**config.mk**
```make
export PLATFORM = sky130hd
export DESIGN_NAME = serial_subtractor_flat
export DESIGN_NICKNAME = d
export VERILOG_FILES = /design/src/rtl/serial_subtractor_if.sv /design/src/rtl/serial_subtractor.sv /design/src/flat_wrapper.sv
export SDC_FILE = /design/constraint.sdc
export NUM_CORES = 1
export LEC_CHECK = 0
export ABC_AREA = 1
export BUFFER_PORTS_ARGS = -buffer_cell sky130_fd_sc_hd__buf_2
export CAP_MARGIN = 5
export CORE_UTILIZATION = 51
export CTS_BUF_LIST = sky130_fd_sc_hd__clkbuf_4 sky130_fd_sc_hd__clkbuf_8 sky130_fd_sc_hd__clkbuf_16
export DETAILED_ROUTE_END_ITERATION = 10
export HOLD_SLACK_MARGIN = 0.03
export PLACE_DENSITY = 0.84
export SYNTH_ARGS = -nofsm -noshare
export SYNTH_HDL_FRONTEND = slang
export SYNTH_SLANG_ARGS = --single-unit
```
**constraint.sdc**
```tcl
create_clock -name iClk -period 2.4 [get_ports iClk]
set_clock_uncertainty 0.05 [all_clocks]
set_input_delay 0.36 -clock iClk [delete_from_list [all_inputs] [get_ports iClk]]
set_output_delay 0.36 -clock iClk [all_outputs]
set_load 0.01 [all_outputs]
```
**src/rtl/serial_subtractor_if.sv**
```systemverilog
// Operand/result bundle for the bit-serial subtractor: start request in, result and status out.
// The master drives iStart/iA/iB; the slave (the subtractor) returns oDiff/oBout/oBusy/oDone.
interface serial_subtractor_if #(
   parameter int WIDTH = 8
);
   logic             iStart;
   logic [WIDTH-1:0] iA;
   logic [WIDTH-1:0] iB;
   logic [WIDTH-1:0] oDiff;
   logic             oBout;
   logic             oBusy;
   logic             oDone;

   modport master (
      output iStart, iA, iB,
      input  oDiff, oBout, oBusy, oDone
   );

   modport slave (
      input  iStart, iA, iB,
      output oDiff, oBout, oBusy, oDone
   );
endinterface

```
**src/rtl/serial_subtractor.sv**
```systemverilog
// Bit-serial unsigned subtractor (A - B mod 2^WIDTH plus final borrow), one bit per clock, LSB first.
// oDone pulses WIDTH edges after the accepting edge; no backpressure, iStart is ignored while busy.
module serial_subtractor #(
   parameter int WIDTH = 8
) (
   input  logic                 iClk,
   input  logic                 iRst,
   serial_subtractor_if.slave   bus
);
   localparam int CNT_W = $clog2(WIDTH + 1);

   typedef enum logic [1:0] {
      S_IDLE = 2'd0,
      S_BUSY = 2'd1,
      S_DONE = 2'd2
   } state_t;

   state_t           r_state;
   state_t           w_next;

   logic [WIDTH-1:0] r_a;
   logic [WIDTH-1:0] r_b;
   logic [WIDTH-1:0] r_res;
   logic [WIDTH-1:0] r_diff;
   logic             r_bout;
   logic             r_br;
   logic [CNT_W-1:0] r_cnt;

   logic             w_accept;
   logic             w_last;
   logic             w_a;
   logic             w_b;
   logic             w_d;
   logic             w_br_next;
   logic [WIDTH-1:0] w_res_next;

   // Full-subtractor cell on the current LSBs.
   assign w_a        = r_a[0];
   assign w_b        = r_b[0];
   assign w_d        = w_a ^ w_b ^ r_br;
   assign w_br_next  = (~w_a & w_b) | (~(w_a ^ w_b) & r_br);
   assign w_res_next = {w_d, r_res[WIDTH-1:1]};

   // DONE accepts a new request exactly like IDLE, giving back-to-back operation.
   assign w_accept = (r_state != S_BUSY) && bus.iStart;
   assign w_last   = (r_state == S_BUSY) && (r_cnt == CNT_W'(WIDTH - 1));

   always_ff @(posedge iClk or posedge iRst) begin
      if (iRst) begin
         r_state <= S_IDLE;
      end else begin
         r_state <= w_next;
      end
   end

   always_comb begin
      w_next = r_state;
      case (r_state)
         S_IDLE:  if (bus.iStart) w_next = S_BUSY;
         S_BUSY:  if (w_last)     w_next = S_DONE;
         S_DONE:  w_next = bus.iStart ? S_BUSY : S_IDLE;
         default: w_next = S_IDLE;
      endcase
   end

   always_ff @(posedge iClk or posedge iRst) begin
      if (iRst) begin
         r_a    <= '0;
         r_b    <= '0;
         r_res  <= '0;
         r_diff <= '0;
         r_bout <= 1'b0;
         r_br   <= 1'b0;
         r_cnt  <= '0;
      end else if (w_accept) begin
         r_a   <= bus.iA;
         r_b   <= bus.iB;
         r_br  <= 1'b0;
         r_cnt <= '0;
      end else if (r_state == S_BUSY) begin
         r_a   <= r_a >> 1;
         r_b   <= r_b >> 1;
         r_res <= w_res_next;
         r_br  <= w_br_next;
         r_cnt <= r_cnt + CNT_W'(1);
         if (w_last) begin
            r_diff <= w_res_next;
            r_bout <= w_br_next;
         end
      end
   end

   assign bus.oDiff = r_diff;
   assign bus.oBout = r_bout;
   assign bus.oBusy = (r_state == S_BUSY);
   assign bus.oDone = (r_state == S_DONE);
endmodule

```
**src/flat_wrapper.sv**
```systemverilog
// flat-port wrapper written by rule: the top's interface ports become plain ports
module serial_subtractor_flat 
#(
   parameter int WIDTH = 8
)
  (iClk, iRst, bus_iStart, bus_iA, bus_iB, bus_oDiff, bus_oBout, bus_oBusy, bus_oDone);
  serial_subtractor_if #(.WIDTH(WIDTH)) bus_i ();
  input  logic iClk;
  input  logic iRst;
  input wire logic [$bits(bus_i.iStart)-1:0] bus_iStart;
  input wire logic [$bits(bus_i.iA)-1:0] bus_iA;
  input wire logic [$bits(bus_i.iB)-1:0] bus_iB;
  output wire logic [$bits(bus_i.oDiff)-1:0] bus_oDiff;
  output wire logic [$bits(bus_i.oBout)-1:0] bus_oBout;
  output wire logic [$bits(bus_i.oBusy)-1:0] bus_oBusy;
  output wire logic [$bits(bus_i.oDone)-1:0] bus_oDone;
  assign bus_i.iStart = bus_iStart;
  assign bus_i.iA = bus_iA;
  assign bus_i.iB = bus_iB;
  assign bus_oDiff = bus_i.oDiff;
  assign bus_oBout = bus_i.oBout;
  assign bus_oBusy = bus_i.oBusy;
  assign bus_oDone = bus_i.oDone;
  serial_subtractor #(.WIDTH(WIDTH)) u_core (.iClk(iClk), .iRst(iRst), .bus(bus_i));
endmodule
```
# After elaboration in Yosys (flattened, before gate mapping)

Index checks and enable logic that the tools add are counted.

Register bits: 40
Output and inout port bits: 11

$add $sub $neg: 1
Mux-type cells: 12
Equality and inequality tests: 6
Reduce and logical (&&, ||, !) cells: 7
Bitwise gates (word level): 8

Operators by type and width:

| operator                                                              | number |
|---|---|
| 8-bit two-way mux                                                     | 4 |
| 4-bit two-way mux                                                     | 2 |
| 2-bit one-hot mux with 3 select lines                                 | 1 |
| 4-bit by 1-bit adder with 4-bit output, second input constant         | 1 |
| 4-bit by 3-bit equality test with 1-bit output, second input constant | 1 |
| 2-bit two-way mux                                                     | 2 |
| 2-bit by 1-bit != test with 1-bit output, second input constant       | 2 |
| 2-bit AND reduction                                                   | 2 |
| 1-bit two-way mux                                                     | 3 |
| 1-bit NOT                                                             | 3 |
| 3-bit AND reduction                                                   | 1 |
| 1-bit bitwise AND                                                     | 2 |
| 2-bit by 1-bit equality test with 1-bit output, second input constant | 1 |
| 2-bit equality test, second input constant                            | 1 |
| 1-bit logical AND                                                     | 2 |
| 2-bit zero test                                                       | 1 |
| 2-bit != test, second input constant                                  | 1 |
| 2-bit nonzero test                                                    | 1 |
| 1-bit XOR                                                             | 2 |
| 1-bit OR                                                              | 1 |

# Logic depth before layout (Yosys ltp)

Gate-level depths: netlist of the first run.

Depth after elaboration: 6
Gate-level depth with buffers: 7
Mapped depth without buffers: 7

# Worst setup path after synthesis of the first run

OpenSTA, ideal clock, no wires.

Kind: register to register
Start point: register u_core.r_cnt[0]
End point: register u_core.r_diff[1], in the netlist u_core.bus.oDiff[1]
Setup slack: 1.108 ns
Data arrival time: 1.124 ns
Clock period less this slack: 1.292 ns
Buffers on the path: 1
Stages on the path, launching flop included: 8
Cell sequence: dfrtp_1 ha_1 nand2_1 nor2_2 nand2_2 buf_6 nand2_1 o21ai_2

Word-level cells in the longest chain between the ends: 3

Ends and longest elaborated chain:

| item                                           | RTL line                | text |
|---|---|---|
| from (decl)                                    | serial_subtractor.sv:27 | `logic [CNT_W-1:0] r_cnt;` |
| from (signal assigned)                         | serial_subtractor.sv:85 | `r_cnt <= r_cnt + CNT_W'(1);` |
| 4-bit by 3-bit equality test with 1-bit output | serial_subtractor.sv:46 | `assign w_last = (r_state == S_BUSY) && (r_cnt == CNT_W'(WIDTH - 1));` |
| 1-bit logical AND                              | serial_subtractor.sv:46 |  |
| 3-bit AND reduction (no line)                  | n/a                     |  |
| to (signal assigned)                           | serial_subtractor.sv:87 | `r_diff <= w_res_next;` |
| to (decl)                                      | serial_subtractor.sv:24 | `logic [WIDTH-1:0] r_diff;` |

No other way between the ends.
A chain may end at the register's enable or synchronous reset.

# Final worst setup path of the first run

Start point: register u_core.r_state[0]
End point: output bus_oBusy

Word-level cells in the longest chain between the ends: 1

Ends and longest elaborated chain:

| item                                           | RTL line                | text |
|---|---|---|
| from (decl)                                    | serial_subtractor.sv:18 | `state_t r_state;` |
| from (signal assigned)                         | serial_subtractor.sv:52 | `r_state <= w_next;` |
| 2-bit by 1-bit equality test with 1-bit output | serial_subtractor.sv:95 | `assign bus.oBusy = (r_state == S_BUSY);` |
| to (decl)                                      | flat_wrapper.sv:15      | `output wire logic [$bits(bus_i.oBusy)-1:0] bus_oBusy;` |

No other way between the ends.

==> results of run 1 <==
critical path: cells and delay by family (launching register included):
family	cells	cell delay (ps)
flops	1	410
buf+inv	2	290
simple gates	1	400
cell usage after synthesis, types with 2 or more instances:
| master | number | area (um2) |
|---|---|---|
| buf_6 | 2 | 22.52 |
| dfrtp_1 | 39 | 975.9 |
| nand2_1 | 62 | 232.7 |
| nand3_1 | 30 | 150.1 |
| nand2_2 | 3 | 18.77 |
| buf_2 | 3 | 15.01 |
| a21oi_1 | 2 | 10.01 |
| inv_2 | 2 | 7.510 |
| nor2_1 | 4 | 15.01 |
| inv_1 | 17 | 63.81 |
| o21ai_2 | 8 | 70.07 |
| nor2_2 | 2 | 12.51 |
| o21ai_0 | 7 | 35.03 |
| o22ai_1 | 2 | 12.51 |
metal layers:
layer,routed length [um],up-vias
met5,0,-
met4,72,0
met3,117,7
met2,1360,26
met1,1448,618
li1,-,662
power by group through the flow:
stage	logic [mW]	clock network [mW]	registers, mW
after floorplan	0.705	0	1.12
after global placement	0.878	0	1.11
after detailed placement	0.912	0	1.12
after CTS	0.912	0.346	1.11
after global routing	1.04	0.374	1.15
final	0.898	0.336	1.11
cell families after synthesis:
group,Yosys count
flip-flops,39
AO/OA/AOI/OAI,19
AND/OR/NAND/NOR,102
adder cells (fa/ha/maj),2
buffers and inverters,27
stage by stage:
step	hold slack [ps]	instance area, um2	power (mW)	cells
detailed placement	413.6	1864	2.031	256
floorplan	392.2	1713	1.830	189
CTS	72.51	1921	2.367	263
global placement	403.3	1864	1.990	256
global route	78.61	1921	2.565	263
finish	55.95	1921	2.344	263
cells in the final DEF (no fill, tap or decap), drive strengths merged:
cell type / count
fa: 1
clkinv: 1
o21ai: 15
dfrtp: 39
a21oi: 2
nand3: 30
nand4: 1
ha: 1
buf: 31
o22ai: 2
nand2: 65
clkbuf: 6
inv: 19
nor2: 6
flip-flops by register name, indices dropped and copies added (netlist names):
name,flops
u_core.r_cnt,4
u_core.r_state,2
u_core.bus.oBout,1
u_core.r_a,8
u_core.bus.oDiff,8
u_core.r_res,7
u_core.r_b,8
u_core.r_br,1
cell type report:
type	instances	area [um2]	share of cell area, %
inverters	19	71.32	3.713
multi-input cells	123	601.8	31.34
clock inverters	1	5.005	0.2606
well taps	44	55.05	2.866
clock buffers	6	51.30	2.671
flip-flops and latches	39	975.9	50.81
repair buffers	31	160.2	8.339
final timing paths:
path | startpoint | to | slack, ps | cells past startpoint
max | u_core.r_state[0] | bus_oBusy | 550 | 3
min | iRst | u_core.r_a[0] | 60 | 3
max reg2reg | u_core.r_state[0] | u_core.bus.oDiff[3] | 760 | 5
min reg2reg | u_core.r_b[7] | u_core.r_b[7] | 430 | 2
max in group asynchronous | iRst | u_core.r_a[3] | 1910 | 3
min in group iClk | bus_iA[7] | u_core.r_a[7] | 170 | 3
==> impl_metrics.tcl, run 1 <==
set metrics [dict create \
    post_synth_xor_area_fraction_pct 0 \
    grt_pass1_wl_um 5154 \
    netlist-cell-type-count 20 \
    crit_type "reg2out" \
    cts_hold_buf 0 \
    postLayoutSetupSlackWorst_ps 552.1 \
    fin_crit_sh_pct 76.99 \
    cts-resized-gates 0 \
    cellLeakagePower_nw 1.023 \
    drt-wirelength-per-cell_um 11.40 \
    grt-busiest-layer "met2" \
    antenna_cells_inserted 0 \
    timing.critical_path.arrival_ps 1440 \
    share_seq_of_total_power_pct 47.4 \
    clock_tree_buf_depth 2 \
    cts.clk_slew.worst_paths_ps 110 \
    pwr_density_cell_nw_per_um2 1221 \
    asyncSetResetFlopFracSynth_pct 100.0 \
    core.rowCount 20 \
    grt_remaining_overflow 0 \
    detail-route-antenna-nets 0 \
    synth-edff-count 0 \
    synth.mux.area_fraction_pct 0 \
    fp.dieArea_um2 3595 \
    synthToLayoutAreaGrowth_pct 12.13 \
    clock_power_share_pct 14.3 \
    path_cells "inv_1 -> nor2_2 -> buf_2" \
    synthesis.yosys.warnings 0 \
    drt_iter0_drc 37 \
    number_of_buffers_added_for_setup_after_cts 0 \
    fillerInstances 266 \
    largest_net_degree_at_the_start_of_global_routing 40 \
    finalSetupViolations 0 \
    cts.root.buffer_cell "clkbuf_4" \
    gr-usage-met2_pct 29.37 \
    finalHoldViolations 0 \
    finish.net_count 240 \
    adder_cell_fraction_of_synth_area_pct 1.899 \
    fin_setup_tns_ps 0 \
    rsz0062_at_grt "no" \
    finalCriticalPeriod_ps 1848 \
    internal_power_component_mw 1.411 \
    post_synth_instance_area_um2 1713 \
    comb_power_share_pct 38.3 \
    crit_path_start_kind "flip-flop" \
    cts.sinks 39 \
    syn-instance-count 189 \
    die_w_um 59.96 \
    gr-usage-all-layers_pct 20.16 \
    slew_headroom_pct 63.59 \
    core-area_um2 3128 \
    io_pins 30 \
    fin_util_pct 61.40 \
    drt_wl_total_um 2999 \
    synthesis.area_per_instance_um2 9.063 \
    place_congestion 0.7390 \
    combinational_family_with_the_most_area_after_synthesis "simple AND/OR/NAND/NOR gates" \
    numPortBuffers 29 \
    route.detailed.vias_per_inst 4.992 \
    floorplan.die.height_um 59.96 \
    floorplan.initialDensity_pct 54.76 \
    end_kind "output pin" \
    max_cap_viol_count 0 \
    detailedPlacementHpwl_um 2073 \
    ir_drop_mv 0.6482 \
    outcome "complete, no violations" \
    seq_area_frac_synth_pct 56.98 \
    worst_slew_pin_slew_ps 544.2 \
    synthFlopType "dfrtp_1" \
    post_synth_and_or_nand_nor_area_fraction_pct 25.79 \
    dr_total_vias 1313 \
    syn_nets 210 \
    critPathRequiredTime_ps 1990 \
    cts.htree.levels 2 \
    grt_pass1_vias 1216 \
    cts_tree "built" \
    critPathSlowestCell "dfrtp_1" \
    post_route_cells_drive_above_1_share_pct 24.66 \
    slew_violations 0 \
    crit_fanout 12 \
    worstHoldPathType "in2async" \
    grt_antenna_before_repair 0 \
    p_sw_mw 0.9331 \
    drc 0 \
    clock.fmax_ghz 0.5412 \
    groute.layer.met3.usage_pct 4.113 \
    met1_usage_pct 27.40 \
    worst_skew_pair.late_latency_ps 340 \
    firstDrtPassIters 4 \
    switching_share_pct 39.80 \
    max_stage_delay_ps 410 \
    compound_gate_fraction_of_synth_area_pct 7.451 \
    dpl_worst_slack_ps 782.0 \
    cts-buffers-inserted 5 \
    ys_seq_elements 39 \
]
(Power assumes the default switching activity.)
==> run 2, diff against run 1 <==
Settings changed: CORE_UTILIZATION 51 to 49.
Clock period 2.4 ns to 1.7 ns, I/O delays scaled along.
==> impl_metrics.tcl, run 2 (same netlist as run 1, synthesis figures left out) <==
set metrics [dict create \
    gr-usage-all-layers_pct 18.91 \
    detailedPlacementHpwl_um 2150 \
    numPortBuffers 29 \
    clock_tree_buf_depth 2 \
    grt_pass1_vias 1140 \
    finalNonFillerCells 269 \
    cts.htree.levels 2 \
    floorplan.die.height_um 61.13 \
    fin_setup_tns_ps 0 \
    antenna_cells_inserted 0 \
    cts_tree "built" \
    reg2reg_setup_slack_ps 160 \
    drt_wl_total_um 2990 \
    cp-startpoint "u_core.r_state[0]" \
    worst_slew_pin_slew_ps 465.3 \
    crit_fanout 6 \
    largest_net_degree_at_the_start_of_global_routing 40 \
    critPathRequiredTime_ps 1390 \
    r2r_cells 7 \
    drc 0 \
    dr_total_vias 1290 \
    r2r_end "u_core.bus.oDiff[0]" \
    cellLeakagePower_nw 1.045 \
    outcome "complete, no violations" \
    cts-buffers-inserted 5 \
    die_w_um 61.13 \
    detail-route-antenna-nets 0 \
    finalSetupViolations 0 \
    beginning_of_the_worst_hold_path "bus_iA[7]" \
    hold_end "u_core.r_a[7]" \
    rsz0062_at_grt "no" \
    grt_remaining_overflow 0 \
    layout.cells.most_common "nand2_1" \
    drt_iter0_drc 65 \
    place_congestion 0.7626 \
    cts.clk_slew.worst_paths_ps 110 \
    slew_headroom_pct 68.98 \
    io_pins 30 \
    firstDrtPassIters 4 \
    finalCriticalPeriod_ps 1578 \
    fp.dieArea_um2 3736 \
    holdPathStages 3 \
    ir_drop_mv 0.6555 \
    layout.cells.most_common_list "62 x nand2_1, 39 x dfrtp_1, 30 x nand3_1, 29 x buf_2, 17 x inv_1" \
    route.detailed.vias_per_inst 4.796 \
    grt_pass1_wl_um 4954 \
    worstHoldPathType "in2reg" \
    floorplan.initialDensity_pct 51.33 \
    core.rowCount 21 \
    fin_crit_sh_pct 92.84 \
    max_cap_viol_count 0 \
    synthToLayoutAreaGrowth_pct 14.68 \
    cts.root.buffer_cell "clkbuf_4" \
    slew_violations 0 \
    pwr_density_cell_nw_per_um2 1740 \
    worst_skew_pair.late_latency_ps 340 \
    crit_type "reg2out" \
    numPlacedInstances 260 \
    timing.critical_path.arrival_ps 1270 \
    postLayoutSetupSlackWorst_ps 121.7 \
    core-area_um2 3337 \
    end_kind "output pin" \
    finalHoldViolations 0 \
    drt-wirelength-per-cell_um 11.12 \
    crit_path_start_kind "flip-flop" \
    post_route_cells_drive_above_1_share_pct 25.56 \
    grt_antenna_before_repair 0 \
    finish.net_count 243 \
    clock.fmax_ghz 0.6336 \
    crit-reg2reg-launch "u_core.r_cnt[0]" \
    cts.sinks 39 \
    dpl_worst_slack_ps 183.3 \
]
## run 2: timing repair
item                                   in CTS  in global routing
resized for setup                           0                  0
setup buffers                               0                  0
hold buffers                                1                  0
endpoints found under the hold margin      39                  0
## run 2: where the power goes
part | leakage (nW) | internal, mW | switching (mW)
logic | 0.512 | 0.506 | 0.808
registers | 0.491 | 1.33 | 0.236
clock network | 0.0420 | 0.259 | 0.278
## run 2: worst max-delay path: stages, from the launching register on
cell and delay (ps):
dfrtp_1 420, inv_1 70, nor2_2 250, buf_2 190
## run 2: worst max path at each step
stage / end / slack, ps / cells after the start
floorplan: u_core.bus.oDiff[1] / 410 / 7
global placement: u_core.bus.oDiff[0] / 270 / 7
detailed placement: u_core.bus.oDiff[0] / 180 / 7
CTS: bus_oBusy / 90 / 3
global route: bus_oBusy / 30 / 3
finish: bus_oBusy / 120 / 3
## run 2: layer usage
| layer | track usage (%) | wire length (um) | vias up | share of wire (%) |
|---|---|---|---|---|
| met5 | 0 | 0 | - | 0 |
| met4 | 7.792 | 62 | 0 | 2.1 |
| li1 | - | - | 667 | - |
| met3 | 6.513 | 141 | 6 | 4.7 |
| met2 | 28.11 | 1377 | 24 | 46 |
| met1 | 25.56 | 1409 | 593 | 47 |
## run 2: stage by stage
| stage | util (%) | total power [mW] | area, um2 | hold slack (ps) |
|---|---|---|---|---|
| finish | 58.87 | 3.418 | 1964 | 62.62 |
| global route | 58.87 | 3.730 | 1964 | 57.94 |
| CTS | 58.87 | 3.459 | 1964 | 44.87 |
| detailed placement | 56.39 | 2.919 | 1882 | 338.0 |
| global placement | 56.39 | 2.857 | 1882 | 344.3 |
| floorplan | - | 2.583 | 1713 | 321.6 |
## run 2: final cells by class
type                    instances  area (um2)
flip-flops and latches         39       975.9
clock buffers                   8       72.57
repair buffers                 34       185.2
well taps                      46       57.56
inverters                      19       71.32
multi-input cells             123       601.8
fillers                       310        1373
==> run 3, diff against run 2 <==
Settings changed: REMOVE_ABC_BUFFERS set to 1.
==> impl_metrics.tcl, run 3 (same netlist as run 1, synthesis figures left out) <==
set metrics [dict create \
    cts-resized-gates 0 \
    crit_fanout 7 \
    finalSetupViolations 0 \
    core-area_um2 3337 \
    clock_power_share_pct 15.8 \
    crit_path_start_kind "flip-flop" \
    clock_tree_buf_depth 2 \
    largest_net_degree_at_the_start_of_global_routing 40 \
    groute.layer.met3.usage_pct 6.933 \
    fin_crit_sh_pct 92.12 \
    grt_pass1_vias 1175 \
    worst-path-buf-inv 3 \
    switching_share_pct 38.76 \
    multiInputGateArea_um2 601.8 \
    p_sw_mw 1.335 \
    post_route_cells_drive_above_1_share_pct 25.89 \
    crit_path_end "bus_oBusy" \
    worst_skew_pair.late_latency_ps 350 \
    reg2reg_setup_slack_ps 200 \
    internal_power_component_mw 2.109 \
    slew_violations 0 \
    r2r_cells 7 \
    numPlacedInstances 260 \
    number_of_logic_stages_on_the_critical_path_including_buffering 4 \
    detailedPlacementHpwl_um 2044 \
    synthToLayoutAreaGrowth_pct 15.12 \
    layout.cells.most_common_list "62 x nand2_1, 39 x dfrtp_1, 30 x nand3_1, 29 x buf_2, 17 x inv_1" \
    numPortBuffers 29 \
    ir_drop_mv 0.8200 \
    die_w_um 61.13 \
    cts.sinks 39 \
    holdPathStages 3 \
    critPathRequiredTime_ps 1390 \
    end_kind "output pin" \
    cts.htree.levels 2 \
    cts.root.buffer_cell "clkbuf_4" \
    cts_tree "built" \
    crit-reg2reg-launch "u_core.r_cnt[0]" \
    core.rowCount 21 \
    critPathSlowestCell "dfrtp_1" \
    place_congestion 0.7978 \
    clock.fmax_ghz 0.6386 \
    cts.clk_slew.worst_paths_ps 110 \
    area.sequential_um2 975.9 \
    slew_headroom_pct 69.29 \
    crit_type "reg2out" \
    cts-buffers-inserted 5 \
    share_seq_of_total_power_pct 45.2 \
    detail-route-antenna-nets 0 \
    finalHoldViolations 0 \
    grt_remaining_overflow 0 \
    fin_setup_tns_ps 0 \
    cp-startpoint "u_core.r_state[0]" \
    max_cap_viol_count 0 \
    drc 0 \
    finish.net_count 244 \
    floorplan.initialDensity_pct 51.33 \
    fp.dieArea_um2 3736 \
    grt_pass1_wl_um 5154 \
    timing.critical_path.arrival_ps 1260 \
    floorplan.die.height_um 61.13 \
    met1_usage_pct 26.27 \
    worst_slew_pin_slew_ps 460.7 \
    comb_power_share_pct 38.9 \
    fillerInstances 300 \
    dr_total_vias 1282 \
    path_cells "inv_1 -> nor2_2 -> buf_4 -> buf_2" \
    worstHoldPathType "in2reg" \
    finalCriticalPeriod_ps 1566 \
    grt_antenna_before_repair 0 \
    max_stage_delay_ps 380 \
    gr-usage-met2_pct 29.04 \
    finalNonFillerCells 270 \
    firstDrtPassIters 4 \
    pwr_density_cell_nw_per_um2 1747 \
    drt-wirelength-per-cell_um 10.93 \
    outcome "complete, no violations" \
    r2r_end "u_core.bus.oDiff[0]" \
    cellLeakagePower_nw 1.049 \
    rsz0062_at_grt "no" \
    gr-usage-all-layers_pct 19.95 \
    grt-busiest-layer "met2" \
    drt_iter0_drc 52 \
    layout.cells.most_common "nand2_1" \
    critical_path.top_delay_family "flip-flops" \
    drt_wl_total_um 2951 \
    antenna_cells_inserted 0 \
    io_pins 30 \
    route.detailed.vias_per_inst 4.748 \
    final.hold.worst_slack_ps 48.91 \
]
==> run 3: worst reg2reg max path: cells and delay by family (launching register included) <==
family,cells,cell delay [ps]
flops,1,440
fa+ha+maj,1,230
simple gates,5,580
buf+inv,1,110
==> run 3: through the flow <==
stage / area, um2 / total power, mW / worst slack [ps] / util, %
2_1_floorplan: 1649 / 2.460 / 64.70 / -
3_3_place_gp: 1882 / 2.865 / 270.0 / 56.39
3_5_place_dp: 1882 / 2.912 / 218.7 / 56.39
4_1_cts: 1964 / 3.463 / 55.47 / 58.87
5_1_grt: 1972 / 3.779 / 22.85 / 59.09
6_report: 1972 / 3.444 / 134.0 / 59.09
==> run 3: power by group through the flow <==
stage / combinational (mW) / clock, mW / sequential [mW]
detailed placement: 1.33 / 0 / 1.58
finish: 1.34 / 0.545 / 1.56
CTS: 1.34 / 0.562 / 1.56
floorplan: 0.872 / 0 / 1.59
global placement: 1.30 / 0 / 1.56
global route: 1.57 / 0.604 / 1.61
==> run 3: metal layers <==
metal / vias up / routed length (um)
met2: 21 / 1336
met1: 590 / 1423
li1: 666 / -
met5: - / 0
met4: 0 / 74
met3: 5 / 117
==> run 3: repair_timing <==
action | in CTS | in global routing
setup buffers | 0 | 1
hold buffers | 1 | 0
hold endpoints to repair | 39 | 0
endpoints found under the setup margin | 0 | 1
==> run 3: final cells by class <==
type	count	area share, %
flip-flops and latches	39	49.49
multi-input cells	123	30.52
repair buffers	35	9.772
clock buffers	8	3.680
inverters	19	3.617
well taps	46	2.919
==> run 3: worst min-delay path by stage <==
stage               startpoint             to  slack (ps)
floorplan            bus_iA[7]  u_core.r_a[7]         320
global placement          iRst  u_core.r_b[7]         340
detailed placement        iRst  u_core.r_a[7]         340
CTS                  bus_iB[7]  u_core.r_b[7]          30
global route         bus_iB[7]  u_core.r_b[7]          40
finish               bus_iB[7]  u_core.r_b[7]          50
